## config.mk

```make
export PLATFORM = sky130hd
export DESIGN_NAME = ccip_mmio_responder
export DESIGN_NICKNAME = d
export VERILOG_FILES = /design/src/rtl/ccip_mmio_pkg.sv /design/src/rtl/ccip_mmio_csr_file.sv /design/src/rtl/ccip_mmio_responder.sv
export SDC_FILE = /design/constraint.sdc
export NUM_CORES = 1
export LEC_CHECK = 0
export BUFFER_PORTS_ARGS = -buffer_cell sky130_fd_sc_hd__buf_2
export CAP_MARGIN = 20
export CORE_AREA = 2 2 468 470
export DETAILED_ROUTE_END_ITERATION = 8
export DIE_AREA = 0 0 470 472
export PLACE_DENSITY = 0.48
export SKIP_LAST_GASP = 1
export SLEW_MARGIN = 15
export SYNTH_ARGS = -nofsm -noshare
export SYNTH_HDL_FRONTEND = slang
export SYNTH_SLANG_ARGS = --single-unit
```

## constraint.sdc

```tcl
create_clock -name clk -period 3.7 [get_ports clk]
set_input_delay 0.555 -clock clk [delete_from_list [all_inputs] [get_ports clk]]
set_output_delay 0.555 -clock clk [all_outputs]
set_load 0.02 [all_outputs]
```

## src/rtl/ccip_mmio_pkg.sv

```systemverilog
// Shared types and constants for the CCI-P MMIO responder.
package ccip_mmio_pkg;

  // MMIO request length encoding as carried in the C0Rx MMIO header
  typedef enum logic [1:0] {
    eMMIO_LEN_4B   = 2'b00,
    eMMIO_LEN_8B   = 2'b01,
    eMMIO_LEN_64B  = 2'b10,
    eMMIO_LEN_RSVD = 2'b11
  } t_mmio_len;

  // Fixed CSR indices; everything from CSR_FIRST_RW upward is host-writable
  localparam int CSR_DFH      = 0;
  localparam int CSR_AFU_ID_L = 1;
  localparam int CSR_AFU_ID_H = 2;
  localparam int CSR_FIRST_RW = 3;

  // One slot of the read response pipeline
  typedef struct packed {
    logic        valid;
    logic [8:0]  tid;
    logic [63:0] word;
    t_mmio_len   len;
    logic        hi_dw;
    logic        err;
  } t_mmio_rd_stage;

  // A request shape the responder cannot serve: 64B, reserved, or an 8B access
  // that is not QW aligned. Address range is checked separately.
  function automatic logic mmio_fmt_err(input t_mmio_len len, input logic hi_dw);
    case (len)
      eMMIO_LEN_4B: return 1'b0;
      eMMIO_LEN_8B: return hi_dw;
      default:      return 1'b1;
    endcase
  endfunction

endpackage

```

## src/rtl/ccip_mmio_csr_file.sv

```systemverilog
// CSR storage: read-only header words, RW registers, write decode,
// per-CSR write strobes and a combinational read port.
module ccip_mmio_csr_file
  import ccip_mmio_pkg::*;
#(
  parameter int             NUM_CSR   = 16,
  parameter logic [63:0]    DFH_VALUE = 64'h1000_0000_0000_0000,
  parameter logic [127:0]   AFU_ID    = 128'h0,
  localparam int            IW        = $clog2(NUM_CSR)
) (
  input  logic                   clk,
  input  logic                   rst_n,
  input  logic                   wr_valid,
  input  logic [IW-1:0]          wr_idx,
  input  t_mmio_len              wr_len,
  input  logic                   wr_hi_dw,
  input  logic                   wr_oor,
  input  logic [63:0]            wr_data,
  input  logic [IW-1:0]          rd_idx,
  output logic [63:0]            rd_word,
  output logic                   wr_err,
  output logic [NUM_CSR*64-1:0]  csr_q,
  output logic [NUM_CSR-1:0]     wr_strobe
);

  logic [63:0]        csr_word [NUM_CSR];
  logic               wr_commit;
  logic [NUM_CSR-1:0] strobe_reg;

  // Malformed or out-of-range writes are errors; legal writes that land on a
  // read-only word are dropped without complaint.
  assign wr_err    = wr_valid & (wr_oor | mmio_fmt_err(wr_len, wr_hi_dw));
  assign wr_commit = wr_valid & ~wr_err & (wr_idx >= IW'(CSR_FIRST_RW));

  genvar gi;
  generate
    for (gi = 0; gi < NUM_CSR; gi++) begin : g_csr
      if (gi == CSR_DFH) begin : g_dfh
        assign csr_word[gi] = DFH_VALUE;
      end else if (gi == CSR_AFU_ID_L) begin : g_id_l
        assign csr_word[gi] = AFU_ID[63:0];
      end else if (gi == CSR_AFU_ID_H) begin : g_id_h
        assign csr_word[gi] = AFU_ID[127:64];
      end else begin : g_rw
        logic [63:0] csr_reg;
        // Commit a legal write to this CSR: full QW or one DW half
        always_ff @(posedge clk or negedge rst_n) begin
          if (!rst_n) begin
            csr_reg <= '0;
          end else if (wr_commit && (wr_idx == IW'(gi))) begin
            if (wr_len == eMMIO_LEN_8B) begin
              csr_reg <= wr_data;
            end else if (wr_hi_dw) begin
              csr_reg[63:32] <= wr_data[31:0];
            end else begin
              csr_reg[31:0] <= wr_data[31:0];
            end
          end
        end
        assign csr_word[gi] = csr_reg;
      end
      assign csr_q[64*gi +: 64] = csr_word[gi];
    end
  endgenerate

  // One-cycle strobe for the CSR that was just written
  always_ff @(posedge clk or negedge rst_n) begin
    if (!rst_n) begin
      strobe_reg <= '0;
    end else begin
      strobe_reg <= wr_commit ? (NUM_CSR'(1) << wr_idx) : '0;
    end
  end

  assign wr_strobe = strobe_reg;
  assign rd_word   = csr_word[rd_idx];

endmodule

```

## src/rtl/ccip_mmio_responder.sv

```systemverilog
// AFU-side CCI-P MMIO target: decodes C0Rx MMIO requests, hosts the CSR file
// and answers every read on C2Tx exactly two cycles after it arrived.
module ccip_mmio_responder
  import ccip_mmio_pkg::*;
#(
  parameter int           NUM_CSR   = 16,
  parameter logic [63:0]  DFH_VALUE = 64'h1000_0000_0000_0000,
  parameter logic [127:0] AFU_ID    = 128'h0
) (
  input  logic                   clk,
  input  logic                   SoftReset_n,
  input  logic                   mmio_wr_valid,
  input  logic                   mmio_rd_valid,
  input  logic [15:0]            mmio_address,
  input  logic [1:0]             mmio_length,
  input  logic [8:0]             mmio_tid,
  input  logic [63:0]            mmio_wr_data,
  output logic                   mmio_rd_rsp_valid,
  output logic [8:0]             mmio_rd_rsp_tid,
  output logic [63:0]            mmio_rd_rsp_data,
  output logic [NUM_CSR*64-1:0]  csr_q,
  output logic [NUM_CSR-1:0]     csr_wr_strobe,
  output logic                   mmio_err
);

  localparam int IW = $clog2(NUM_CSR);

  logic [IW-1:0]  req_idx;
  logic           req_oor;
  t_mmio_len      req_len;
  logic           rd_err;
  logic           wr_err;
  logic [63:0]    rd_word;
  t_mmio_rd_stage s1_next;
  t_mmio_rd_stage s1_reg;
  logic           err_reg;
  logic           rsp_valid_reg;
  logic [8:0]     rsp_tid_reg;
  logic [63:0]    rsp_data_reg;

  // Address is in DW units: bit 0 picks the DW half, the next IW bits pick the CSR
  assign req_idx = mmio_address[IW:1];
  assign req_oor = |mmio_address[15:IW+1];
  assign req_len = t_mmio_len'(mmio_length);
  assign rd_err  = req_oor | mmio_fmt_err(req_len, mmio_address[0]);

  ccip_mmio_csr_file #(
    .NUM_CSR   (NUM_CSR),
    .DFH_VALUE (DFH_VALUE),
    .AFU_ID    (AFU_ID)
  ) u_csr_file (
    .clk       (clk),
    .rst_n     (SoftReset_n),
    .wr_valid  (mmio_wr_valid),
    .wr_idx    (req_idx),
    .wr_len    (req_len),
    .wr_hi_dw  (mmio_address[0]),
    .wr_oor    (req_oor),
    .wr_data   (mmio_wr_data),
    .rd_idx    (req_idx),
    .rd_word   (rd_word),
    .wr_err    (wr_err),
    .csr_q     (csr_q),
    .wr_strobe (csr_wr_strobe)
  );

  // Capture the read header and the pre-write CSR word for stage 1
  always_comb begin
    s1_next       = '0;
    s1_next.valid = mmio_rd_valid;
    s1_next.tid   = mmio_tid;
    s1_next.word  = rd_word;
    s1_next.len   = req_len;
    s1_next.hi_dw = mmio_address[0];
    s1_next.err   = rd_err;
  end

  // Stage 1 register plus the error pulse (bad write, bad read, or both valids at once)
  always_ff @(posedge clk or negedge SoftReset_n) begin
    if (!SoftReset_n) begin
      s1_reg  <= '0;
      err_reg <= 1'b0;
    end else begin
      s1_reg  <= s1_next;
      err_reg <= wr_err | (mmio_rd_valid & rd_err) | (mmio_wr_valid & mmio_rd_valid);
    end
  end

  // Stage 2: shape the response; bad reads are still answered, with zero data
  always_ff @(posedge clk or negedge SoftReset_n) begin
    if (!SoftReset_n) begin
      rsp_valid_reg <= 1'b0;
      rsp_tid_reg   <= '0;
      rsp_data_reg  <= '0;
    end else begin
      rsp_valid_reg <= s1_reg.valid;
      rsp_tid_reg   <= s1_reg.valid ? s1_reg.tid : '0;
      if (!s1_reg.valid || s1_reg.err) begin
        rsp_data_reg <= '0;
      end else if (s1_reg.len == eMMIO_LEN_8B) begin
        rsp_data_reg <= s1_reg.word;
      end else if (s1_reg.hi_dw) begin
        rsp_data_reg <= {32'h0, s1_reg.word[63:32]};
      end else begin
        rsp_data_reg <= {32'h0, s1_reg.word[31:0]};
      end
    end
  end

  assign mmio_rd_rsp_valid = rsp_valid_reg;
  assign mmio_rd_rsp_tid   = rsp_tid_reg;
  assign mmio_rd_rsp_data  = rsp_data_reg;
  assign mmio_err          = err_reg;

endmodule

```

==> summary.md <==
| Metric | Value |
|---|---|
| Max reg flops | 832 |
| Critical path endpoint category | register |
| Initial antenna violation count | 46 |
| Drt via density | 4.78 |
| Worst slew margin | between 20% and 30% |
| Combinational fraction of design power | under 10% |
| Final Skew | 0.0447 ns |
| Outcome | completed |
| Core ar. | 0.217 mm2 |
| Post-synth EDFFs | 0 |
| VDD IR-drop max | between 0.4 and 0.5 mV |
| CTS root buffer | clkbuf_16 |
| Reg power frac | 44.4% |
| Pwr Density | 434 mW/mm2 |
| Max-cap violations | 0 |
| Final Setup Violations | 0 |
| CTS Sinks | 1001 |
| Total GRT Usage | 21.3% |
| Initial Util | roughly a fifth |
| First-pass GRT wire length | 326 mm |
| H-tree levels | 3 |
| Routed Antenna Nets | 0 |
| Crit path cell chain | dlygate4sd3_1 -> buf_2 -> nand2_1 -> o211ai_1 -> buf_4 -> or2_2 -> o21ai_0 |
| Clock buffer depth | 3 |
| Remaining DRCs | 0 |
| Drt initial violations | 3377 |
| Crit path kind | in2reg |
| Avg WL per Cell | ~33 um |
| Share of cells above drive strength 1 | 48.5% |
| Die width | ~470 um |
| Leak | approximately 0.029 uW |
| P_sw | about 6600 uW |
| GPL Wtd Cong | 0.871 |
| Clock-pin slew on the worst setup and hold paths | ~0.060 ns |
| Post-Syn Area | around 0.044 mm2 |
| Crit path max fanout | 33 |
| Grt total ovfl | 0 |
| PortBufs | slightly above 1k |
| DP HPWL | 178 mm |
| Total Routed Length | 244 mm |
| Post-synthesis register bit count | 1001 |
| CP peak stage delay | 0.93 ns |
| RSZ-0062 raised after global routing | false |
| Final Slew Violations | 0 |
| Setup TNS | 0 ns |
| Sw Ratio | 26.4% |
| Hold WC Path Type | in2reg |
| Startpoint Class | primary input |
| Num CTS Buffers | 120 |
| Syn Inst Count | between 3k and 4k |
| Commonest non-fill, non-tap cell in the layout | buf_2 |
| Hold Vio Cnt, Final | 0 |
| Slew @ Worst Pin | roughly 1.1 ns |
| Critical path arrival | 3.47 ns |
| Final nets | 4513 |
| Die Y | 472 um |
| Syn-to-layout area delta | 28.9% |
| DRT Pass-1 Iters | 6 |
| Final period util | 77.4% |
| Sequential share of the synthesized area | 56.4% |
| Die area | between 0.2 and 0.25 mm2 |
| Vias | ~35k |
| Cell row count | around 170 |
| Placed cells | 7134 |
| Int Pwr | 18300 uW |
| Ys Warns | 0 |
| PostCTS Resize Cnt | 0 |
| Largest net degree at the start of global routing | ~130 |
| Clock group share of total power | about half |
| CTS tree | built |
| Num ports | 1210 |
| Most used DFF post-synth | dfrtp_1 |
| Max Freq | 349 MHz |
| Most frequent cells in the layout | buf_2 (1012), dfrtp_1 (1001), o21ai_0 (701) |
| Req. time, crit path | 4.31 ns |
| Vias in the first global route | 34.6k |
| CP max-delay cell | or2_2 |
| Post-Layout Cell Count | 7395 |
| Clock Latency Late Sink | 0.81 ns |
| Asr flop ratio synth | 100% |
| Synth unique cells | 38 |
| Syn_area_per_cell | 13.0 um2 |
| Fin crit period | 2.87 ns |
## metrics by stage
step	util, %	power (uW)	worst slack, ns	hold slack (ns)	area, um2
final	26.5	24900	0.834	0.158	57300
after CTS	26.4	25200	0.892	0.0935	57200
after global placement	24.5	12800	0.328	0.444	53000
after global routing	26.4	25700	0.684	0.130	57300
after floorplan	-	12000	1.34	0.259	45200
after detailed placement	24.5	12800	0.330	0.451	53000
## area by class of cell
class	count	area, um2
fill	22699	159000
sequential	1001	25000
clock inverter	46	542
inverter	2	7.51
antenna	18	45.0
clock buffer	181	3510
multi-input combinational	2121	17800
tap	2854	3570
timing repair buffer	1172	6760
## kinds of logic (layout without fill, tap and decap cells)
| kind of cell | Yosys count | after routing | synth area share (%) |
|---|---|---|---|
| other | 2 | 213 | 0.0169 |
| AO/OA/AOI/OAI | 874 | 874 | 10.5 |
| buffers and inverters | 481 | 1401 | 5.90 |
| AND/OR/NAND/NOR | 187 | 187 | 2.23 |
| adder cells (fa/ha/maj) | 1 | 1 | 0.0225 |
| multiplexers | 864 | 864 | 25.0 |
| flip-flops | 1001 | 1001 | 56.4 |
## critical path, delay by kind of cell
family          cells  cell delay [ns]
compound gates      2             0.40
buf+inv             3             1.42
simple gates        2             1.05
## power groups by stage
stage	Combinational, uW	Clock [uW]	Sequential (uW)
2_1_floorplan	778	0	11200
3_3_place_gp	1530	0	11300
3_5_place_dp	1540	0	11200
4_1_cts	1550	12600	11100
5_1_grt	1640	13000	11100
6_report	1540	12300	11100
## worst paths after layout
check | from | endpoint | slack [ns] | cells past startpoint
min | mmio_address[4] | u_csr_file.wr_strobe[7] | 0.16 | 4
max in group asynchronous | SoftReset_n | u_csr_file.g_csr[8].g_rw.csr_reg[57] | 2.08 | 4
min in group asynchronous | SoftReset_n | u_csr_file.g_csr[4].g_rw.csr_reg[27] | 0.32 | 2
max | mmio_address[0] | u_csr_file.g_csr[3].g_rw.csr_reg[63] | 0.83 | 7
max reg2reg | s1_reg[3] | mmio_rd_rsp_data[15] | 1.42 | 5
min reg2reg | s1_reg[76] | mmio_rd_rsp_tid[8] | 0.46 | 1
## per-layer routing
layer,vias up,global-route usage (%),share of wire (%)
met5,-,0,0.038
met4,14,9.12,4.5
met3,310,6.80,9.5
met2,1991,33.0,45
met1,18901,27.2,41
li1,14100,-,-
## cells in the mapped netlist, types with 35 or more instances
cell      number  share of area (%)
o21ai_0      701                7.9
mux2i_1       35               0.79
buf_4        204                3.4
a22oi_1       63                1.1
and2_1        49               0.69
buf_2         42               0.47
buf_1         36               0.30
clkbuf_1     197                1.7
nand2_1       72               0.61
dfrtp_1     1001                 56
o22ai_1       65               0.91
mux4_2       127                6.4
mux2_2       672                 17
## what timing repair did
action	4_1_cts	5_1_grt
buffers inserted	0	0
endpoints found under the hold margin	49	0
hold buffers	14	0
Note: power is estimated with default switching activity, not from simulation.
